[config.mk]
export PLATFORM = sky130hd
export DESIGN_NAME = fetch_redirect_unit
export DESIGN_NICKNAME = d
export VERILOG_FILES = /design/src/rtl/fetch_redirect_unit.sv
export SDC_FILE = /design/constraint.sdc
export NUM_CORES = 1
export LEC_CHECK = 0
export ABC_AREA = 1
export BUFFER_PORTS_ARGS = -buffer_cell sky130_fd_sc_hd__buf_2
export CAP_MARGIN = 40
export CORE_MARGIN = 2
export CORE_UTILIZATION = 32
export CTS_BUF_LIST = sky130_fd_sc_hd__clkbuf_4
export CTS_CLUSTER_SIZE = 30
export DETAILED_ROUTE_END_ITERATION = 10
export SYNTH_ARGS = -nofsm -noshare
export SYNTH_HDL_FRONTEND = slang
export SYNTH_SLANG_ARGS = --single-unit
[constraint.sdc]
create_clock -name clk -period 3.1 [get_ports clk]
set_input_delay 0.31 -clock clk [delete_from_list [all_inputs] [get_ports clk]]
set_output_delay 0.31 -clock clk [all_outputs]
set_load 0.02 [all_outputs]
[src/rtl/fetch_redirect_unit.sv]
// Fetch PC owner with F->D->EX prediction shadows; flushes and redirects fetch on an EX mispredict.
// Optional perf counters (perf_branches, perf_mispredicts) enabled by FETCH_REDIRECT_PERF_EN.
module fetch_redirect_unit #(
    parameter int unsigned         PC_BITS  = 32,
    parameter logic [PC_BITS-1:0]  RESET_PC = '0
) (
    input  logic               clk,
    input  logic               rst,
    input  logic               F_stall,
    input  logic               Itlb_stall,
    input  logic               MEM_stall,
    input  logic [PC_BITS-1:0] F_BP_target_pc,
    input  logic               F_BP_taken,
    input  logic               EX_brn,
    input  logic [PC_BITS-1:0] EX_alu_out,
    input  logic               EX_true_taken,
    output logic [PC_BITS-1:0] F_pc_va,
    output logic [PC_BITS-1:0] EX_pc,
    output logic               EX_valid,
    output logic               flush,
    output logic [PC_BITS-1:0] redirect_pc
`ifdef FETCH_REDIRECT_PERF_EN
   ,output logic [31:0]        perf_branches,
    output logic [31:0]        perf_mispredicts
`endif
);

    logic [PC_BITS-1:0] f_pc_q, f_pc_d;

    logic               d_valid_q, d_valid_d;
    logic [PC_BITS-1:0] d_pc_q, d_pc_d;
    logic               d_pred_taken_q, d_pred_taken_d;
    logic [PC_BITS-1:0] d_pred_next_q, d_pred_next_d;

    logic               ex_valid_q, ex_valid_d;
    logic [PC_BITS-1:0] ex_pc_q, ex_pc_d;
    logic               ex_pred_taken_q, ex_pred_taken_d;
    logic [PC_BITS-1:0] ex_pred_next_q, ex_pred_next_d;

    logic               fe_hold;
    logic [PC_BITS-1:0] ex_pc4;
    logic [PC_BITS-1:0] actual_next;
    logic [PC_BITS-1:0] pred_next;
    logic               mispredict;

    assign fe_hold     = F_stall | Itlb_stall | MEM_stall;
    assign ex_pc4      = ex_pc_q + PC_BITS'(4);
    assign actual_next = (EX_brn & EX_true_taken) ? EX_alu_out : ex_pc4;
    assign pred_next   = ex_pred_taken_q ? ex_pred_next_q : ex_pc4;
    // A frozen pipe must not resolve: EX will be re-evaluated once MEM_stall drops.
    assign mispredict  = ex_valid_q & ~MEM_stall & (actual_next != pred_next);

    assign flush       = mispredict;
    assign redirect_pc = mispredict ? actual_next : '0;
    assign F_pc_va     = f_pc_q;
    assign EX_pc       = ex_pc_q;
    assign EX_valid    = ex_valid_q;

    always_comb begin
        f_pc_d          = f_pc_q;
        d_valid_d       = d_valid_q;
        d_pc_d          = d_pc_q;
        d_pred_taken_d  = d_pred_taken_q;
        d_pred_next_d   = d_pred_next_q;
        ex_valid_d      = ex_valid_q;
        ex_pc_d         = ex_pc_q;
        ex_pred_taken_d = ex_pred_taken_q;
        ex_pred_next_d  = ex_pred_next_q;

        if (!MEM_stall) begin
            if (mispredict) begin
                f_pc_d     = actual_next;
                d_valid_d  = 1'b0;
                ex_valid_d = 1'b0;
            end else if (fe_hold) begin
                ex_valid_d      = d_valid_q;
                ex_pc_d         = d_pc_q;
                ex_pred_taken_d = d_pred_taken_q;
                ex_pred_next_d  = d_pred_next_q;
                d_valid_d       = 1'b0;
            end else begin
                f_pc_d          = F_BP_target_pc;
                d_valid_d       = 1'b1;
                d_pc_d          = f_pc_q;
                d_pred_taken_d  = F_BP_taken;
                d_pred_next_d   = F_BP_target_pc;
                ex_valid_d      = d_valid_q;
                ex_pc_d         = d_pc_q;
                ex_pred_taken_d = d_pred_taken_q;
                ex_pred_next_d  = d_pred_next_q;
            end
        end
    end

    always_ff @(posedge clk or negedge rst) begin
        if (!rst) begin
            f_pc_q          <= RESET_PC;
            d_valid_q       <= 1'b0;
            d_pc_q          <= '0;
            d_pred_taken_q  <= 1'b0;
            d_pred_next_q   <= '0;
            ex_valid_q      <= 1'b0;
            ex_pc_q         <= '0;
            ex_pred_taken_q <= 1'b0;
            ex_pred_next_q  <= '0;
        end else begin
            f_pc_q          <= f_pc_d;
            d_valid_q       <= d_valid_d;
            d_pc_q          <= d_pc_d;
            d_pred_taken_q  <= d_pred_taken_d;
            d_pred_next_q   <= d_pred_next_d;
            ex_valid_q      <= ex_valid_d;
            ex_pc_q         <= ex_pc_d;
            ex_pred_taken_q <= ex_pred_taken_d;
            ex_pred_next_q  <= ex_pred_next_d;
        end
    end

`ifdef FETCH_REDIRECT_PERF_EN
    logic [31:0] perf_br_q, perf_br_d;
    logic [31:0] perf_mp_q, perf_mp_d;

    always_comb begin
        perf_br_d = perf_br_q;
        perf_mp_d = perf_mp_q;
        if (!MEM_stall && ex_valid_q && EX_brn && (perf_br_q != '1)) begin
            perf_br_d = perf_br_q + 32'd1;
        end
        if (mispredict && (perf_mp_q != '1)) begin
            perf_mp_d = perf_mp_q + 32'd1;
        end
    end

    always_ff @(posedge clk or negedge rst) begin
        if (!rst) begin
            perf_br_q <= '0;
            perf_mp_q <= '0;
        end else begin
            perf_br_q <= perf_br_d;
            perf_mp_q <= perf_mp_d;
        end
    end

    assign perf_branches    = perf_br_q;
    assign perf_mispredicts = perf_mp_q;
`else
    // Counters are compiled out; no extra state or ports in this build.
`endif

endmodule

==> results.py <==
metrics = {
    "run_status": {
        "outcome": "finished with violations",
        "violations": "negative setup slack",
    },
    "critical_path": {
        "cpPeakStageDelay_ps": 400,
        "worstPathMaxFanout": 27,
        "crit_end": "redirect_pc[2]",
        "crit_path_frequent_cell": "nand2_1",
        "reg2reg_to": "EX_pc[12]$_DFFE_PN0P_",
        "crit_type": "reg2out",
        "path_cells": "buf_4 > buf_12 > nand2_2 > nor2_4 > nand2_4 > nor2_4 > inv_1 > nand2_2 > nand2_1 > nand2_1 > nand2_1 > nand2_1 > nand2_1 > nor2_1 > nand2_1 > nor2_2 > nand3_4 > buf_12 > nand3_1 > inv_1 > buf_2",
        "crit_path_end_kind": "output port",
        "r2r_start": "EX_pc[7]$_DFFE_PN0P_",
        "worst-r2r-cell-count": 25,
        "startpoint": "EX_pc[7]$_DFFE_PN0P_",
        "cp.required_ps": 2790,
        "regToRegSetupSlack_ps": 70,
        "cp_data_arrival_time_ps": 3140,
        "crit_slowest_cell": "dfrtp_1",
        "worstSetupStartpointType": "register",
    },
    "clock_tree": {
        "clockBufferDepth": 2,
        "clock_latency_ps": 600,
        "cts_max_level": 4,
        "clock_sinks": 164,
        "clk_pin_slew_worst_paths_ps": 150,
        "cts_tree": "yes",
        "numCtsBuffers": 17,
        "root_buffer": "clkbuf_4",
    },
    "sta": {
        "fmax_mhz": 290,
        "hold-worst-slack_ps": 50.5,
        "period_minus_slack_ps": 3450,
        "tns_ps": -10350,
        "slew_violations": 0,
        "timing.final.ws_setup_ps": -346,
        "slew_headroom_pct": 50.1,
        "period_share_pct": 111,
        "worstMarginPinSlew_ps": 748,
        "setup_violations": 33,
        "skew_ps": 39.1,
        "finalHoldViolCount": 0,
        "rsz0062_at_grt": "true",
    },
    "floorplanning": {
        "floorplan.rows": 63,
        "die_width_um": 177,
        "initial_core_util_pct": 32.3,
        "boundaryPins": 170,
        "fp.dieH_um": 177,
        "die_area_um2": 31200,
        "core_um2": 29500,
    },
    "route": {
        "drc": 0,
        "ant_nets": 0,
        "wire_per_inst_um": 18.3,
        "first_pass_iters": 5,
        "viasPerCell": 5.06,
        "drtIter0Drc": 927,
        "wirelength_mm": 39.3,
        "vias": 10900,
    },
    "pwr": {
        "switching_share_pct": 42.5,
        "p_per_area_nw_per_um2": 583,
        "ir_drop_uv": 299,
        "pwr-share-seq_pct": 39.3,
        "internal-power_w": 0.00457,
        "leakage_nw": 7.55,
        "combPwrFrac_pct": 43.1,
        "power.total_w": 0.00795,
        "switchingPower_w": 0.00338,
        "clock_power_share_pct": 17.6,
    },
    "yosys": {
        "yosys.area_share.simple_pct": 46.9,
        "yosys-top-cells-area": "dfrtp_1 (43%), nand2_1 (24%), nand3_1 (17%)",
        "synthMuxAreaShare_pct": 0.105,
        "synth_top_family_by_area": "simple AND/OR/NAND/NOR gates",
        "synth_top_area_share_pct": 43.1,
        "synth_warnings": 0,
        "synth-xor-area-share_pct": 1.10,
        "yosysTopAreaCell": "dfrtp_1",
        "syn_area_um2": 9530,
        "ys_seq_area_share_pct": 43.1,
        "synth.distinct_cells": 30,
        "synth_area_per_cell_um2": 6.79,
        "synth-adder-area-share_pct": 0.131,
        "synthCells": 1404,
        "synthesis.nets": 1477,
        "synth_compound_area_share_pct": 1.52,
        "synth-seq-cells": 164,
    },
    "final_layout": {
        "stdcell_area_um2": 13700,
        "drive_gt1_share_pct": 33.1,
        "syn2layout_area_growth_pct": 43.2,
        "fin_nets": 1821,
        "fin_util_pct": 46.3,
    },
    "global_route": {
        "grt_pass1_wl_mm": 55.7,
        "antenna_found_initial": 1,
        "grt-ovfl-total": 0,
        "grt_pass1_vias": 9749,
        "grt_max_degree": 72,
        "track_usage_pct": 23.3,
    },
    "place": {
        "place_hpwl_mm": 27.5,
        "place_area_um2": 11900,
        "port_buffers": 169,
        "gp_congestion": 0.940,
    },
    "worst_hold_path": {
        "hold_path.class": "in2reg",
        "holdPathStages": 3,
    },
    "run": {
        "max-cap-violations": 0,
    },
}
-- critical path, delay by kind of cell (launching register included) --
kind	cells	cell delay (ps)
AND/OR/NAND/NOR	15	1430
buffers and inverters	6	720
flip-flops	1	400
-- how the worst min path moves through the flow --
| stage | startpoint | to |
|---|---|---|
| after floorplan | rst | EX_pc[0]$_DFFE_PN0P_ |
| after global placement | rst | F_pc_va[3]$_DFFE_PN0P_ |
| after detailed placement | rst | F_pc_va[3]$_DFFE_PN0P_ |
| after CTS | F_BP_target_pc[24] | d_pred_next_q[24]$_DFFE_PN0P_ |
| after global routing | F_BP_target_pc[2] | d_pred_next_q[2]$_DFFE_PN0P_ |
| final | F_BP_target_pc[2] | d_pred_next_q[2]$_DFFE_PN0P_ |
-- area by class of cell --
class | instances | area, µm²
sequential | 164 | 4120
inverter | 83 | 313
clock buffer | 18 | 135
timing repair buffer | 401 | 3130
clock inverter | 14 | 164
fill | 3004 | 15800
multi-input combinational | 1081 | 5300
antenna | 1 | 2.50
tap | 390 | 488
-- cells in the mapped netlist (all sizes together) --
cell type,count
ha,1
or2,32
nand2,608
nor4,1
o21bai,2
nand3,327
dfrtp,164
mux2i,1
clkbuf,44
o21ai,23
nand3b,3
clkinv,2
xor2,2
and2,2
inv,81
nand4,3
xnor2,10
nor2,63
nor3,1
buf,32
a21boi,2
-- cells in the final DEF, fill, tap and decap left out, drive strengths merged, types with 3 or more instances in the layout --
master and n:
clkbuf 27, nor2 63, clkinv 4, inv 89
nand4 3, nand3b 3, dfrtp 164, or2 32
o21ai 23, dlygate4sd3 26, nand2 608, xnor2 10
buf 366, nand3 327
-- routing by layer --
metal	GRT usage [%]	up-vias	wire, µm
li1	-	5167	-
met1	33.1	5180	17200
met2	35.7	455	18100
met3	3.79	85	2610
met4	8.61	0	1380
met5	0	-	0
-- cells by family (layout without fill, tap and decap cells) --
kind of cell,Yosys count,after routing
flip-flops,164,164
XOR/XNOR,12,12
buffers and inverters,159,516
AO/OA/AOI/OAI,27,27
adder cells (fa/ha/maj),1,1
multiplexers,1,1
other,0,1
AND/OR/NAND/NOR,1040,1040
-- stage by stage --
step / instances / worst slack, ps
2_1_floorplan: 1404 / 268
3_3_place_gp: 2045 / -42.8
3_5_place_dp: 2046 / -106
4_1_cts: 2117 / -340
5_1_grt: 2152 / -568
6_report: 2152 / -346
-- power groups by stage --
stage	Sequential (W)	Clock, W	Combinational [W]
2_1_floorplan	0.00330	0	0.00146
3_3_place_gp	0.00311	0	0.00295
3_5_place_dp	0.00313	0	0.00299
4_1_cts	0.00308	0.00142	0.00319
5_1_grt	0.00318	0.00151	0.00374
6_report	0.00313	0.00140	0.00343
-- state kept, by name, summed over array words and instances (netlist names) --
| name | flops |
|---|---|
| d_pc_q | 32 |
| ex_pred_taken_q | 1 |
| d_pred_next_q | 32 |
| EX_pc | 32 |
| d_valid_q | 1 |
| EX_valid | 1 |
| ex_pred_next_q | 32 |
| d_pred_taken_q | 1 |
| F_pc_va | 32 |
-- what timing repair did --
| action | 4_1_cts | 5_1_grt |
|---|---|---|
| hold endpoints to repair | 96 | 14 |
| gates cloned | 0 | 14 |
| setup endpoints to repair | 44 | 196 |
| hold buffers | 18 | 8 |
| buffers inserted | 21 | 12 |
| pin swaps | 10 | 9 |
| gates resized for setup | 88 | 92 |
(Power assumes the default switching activity.)
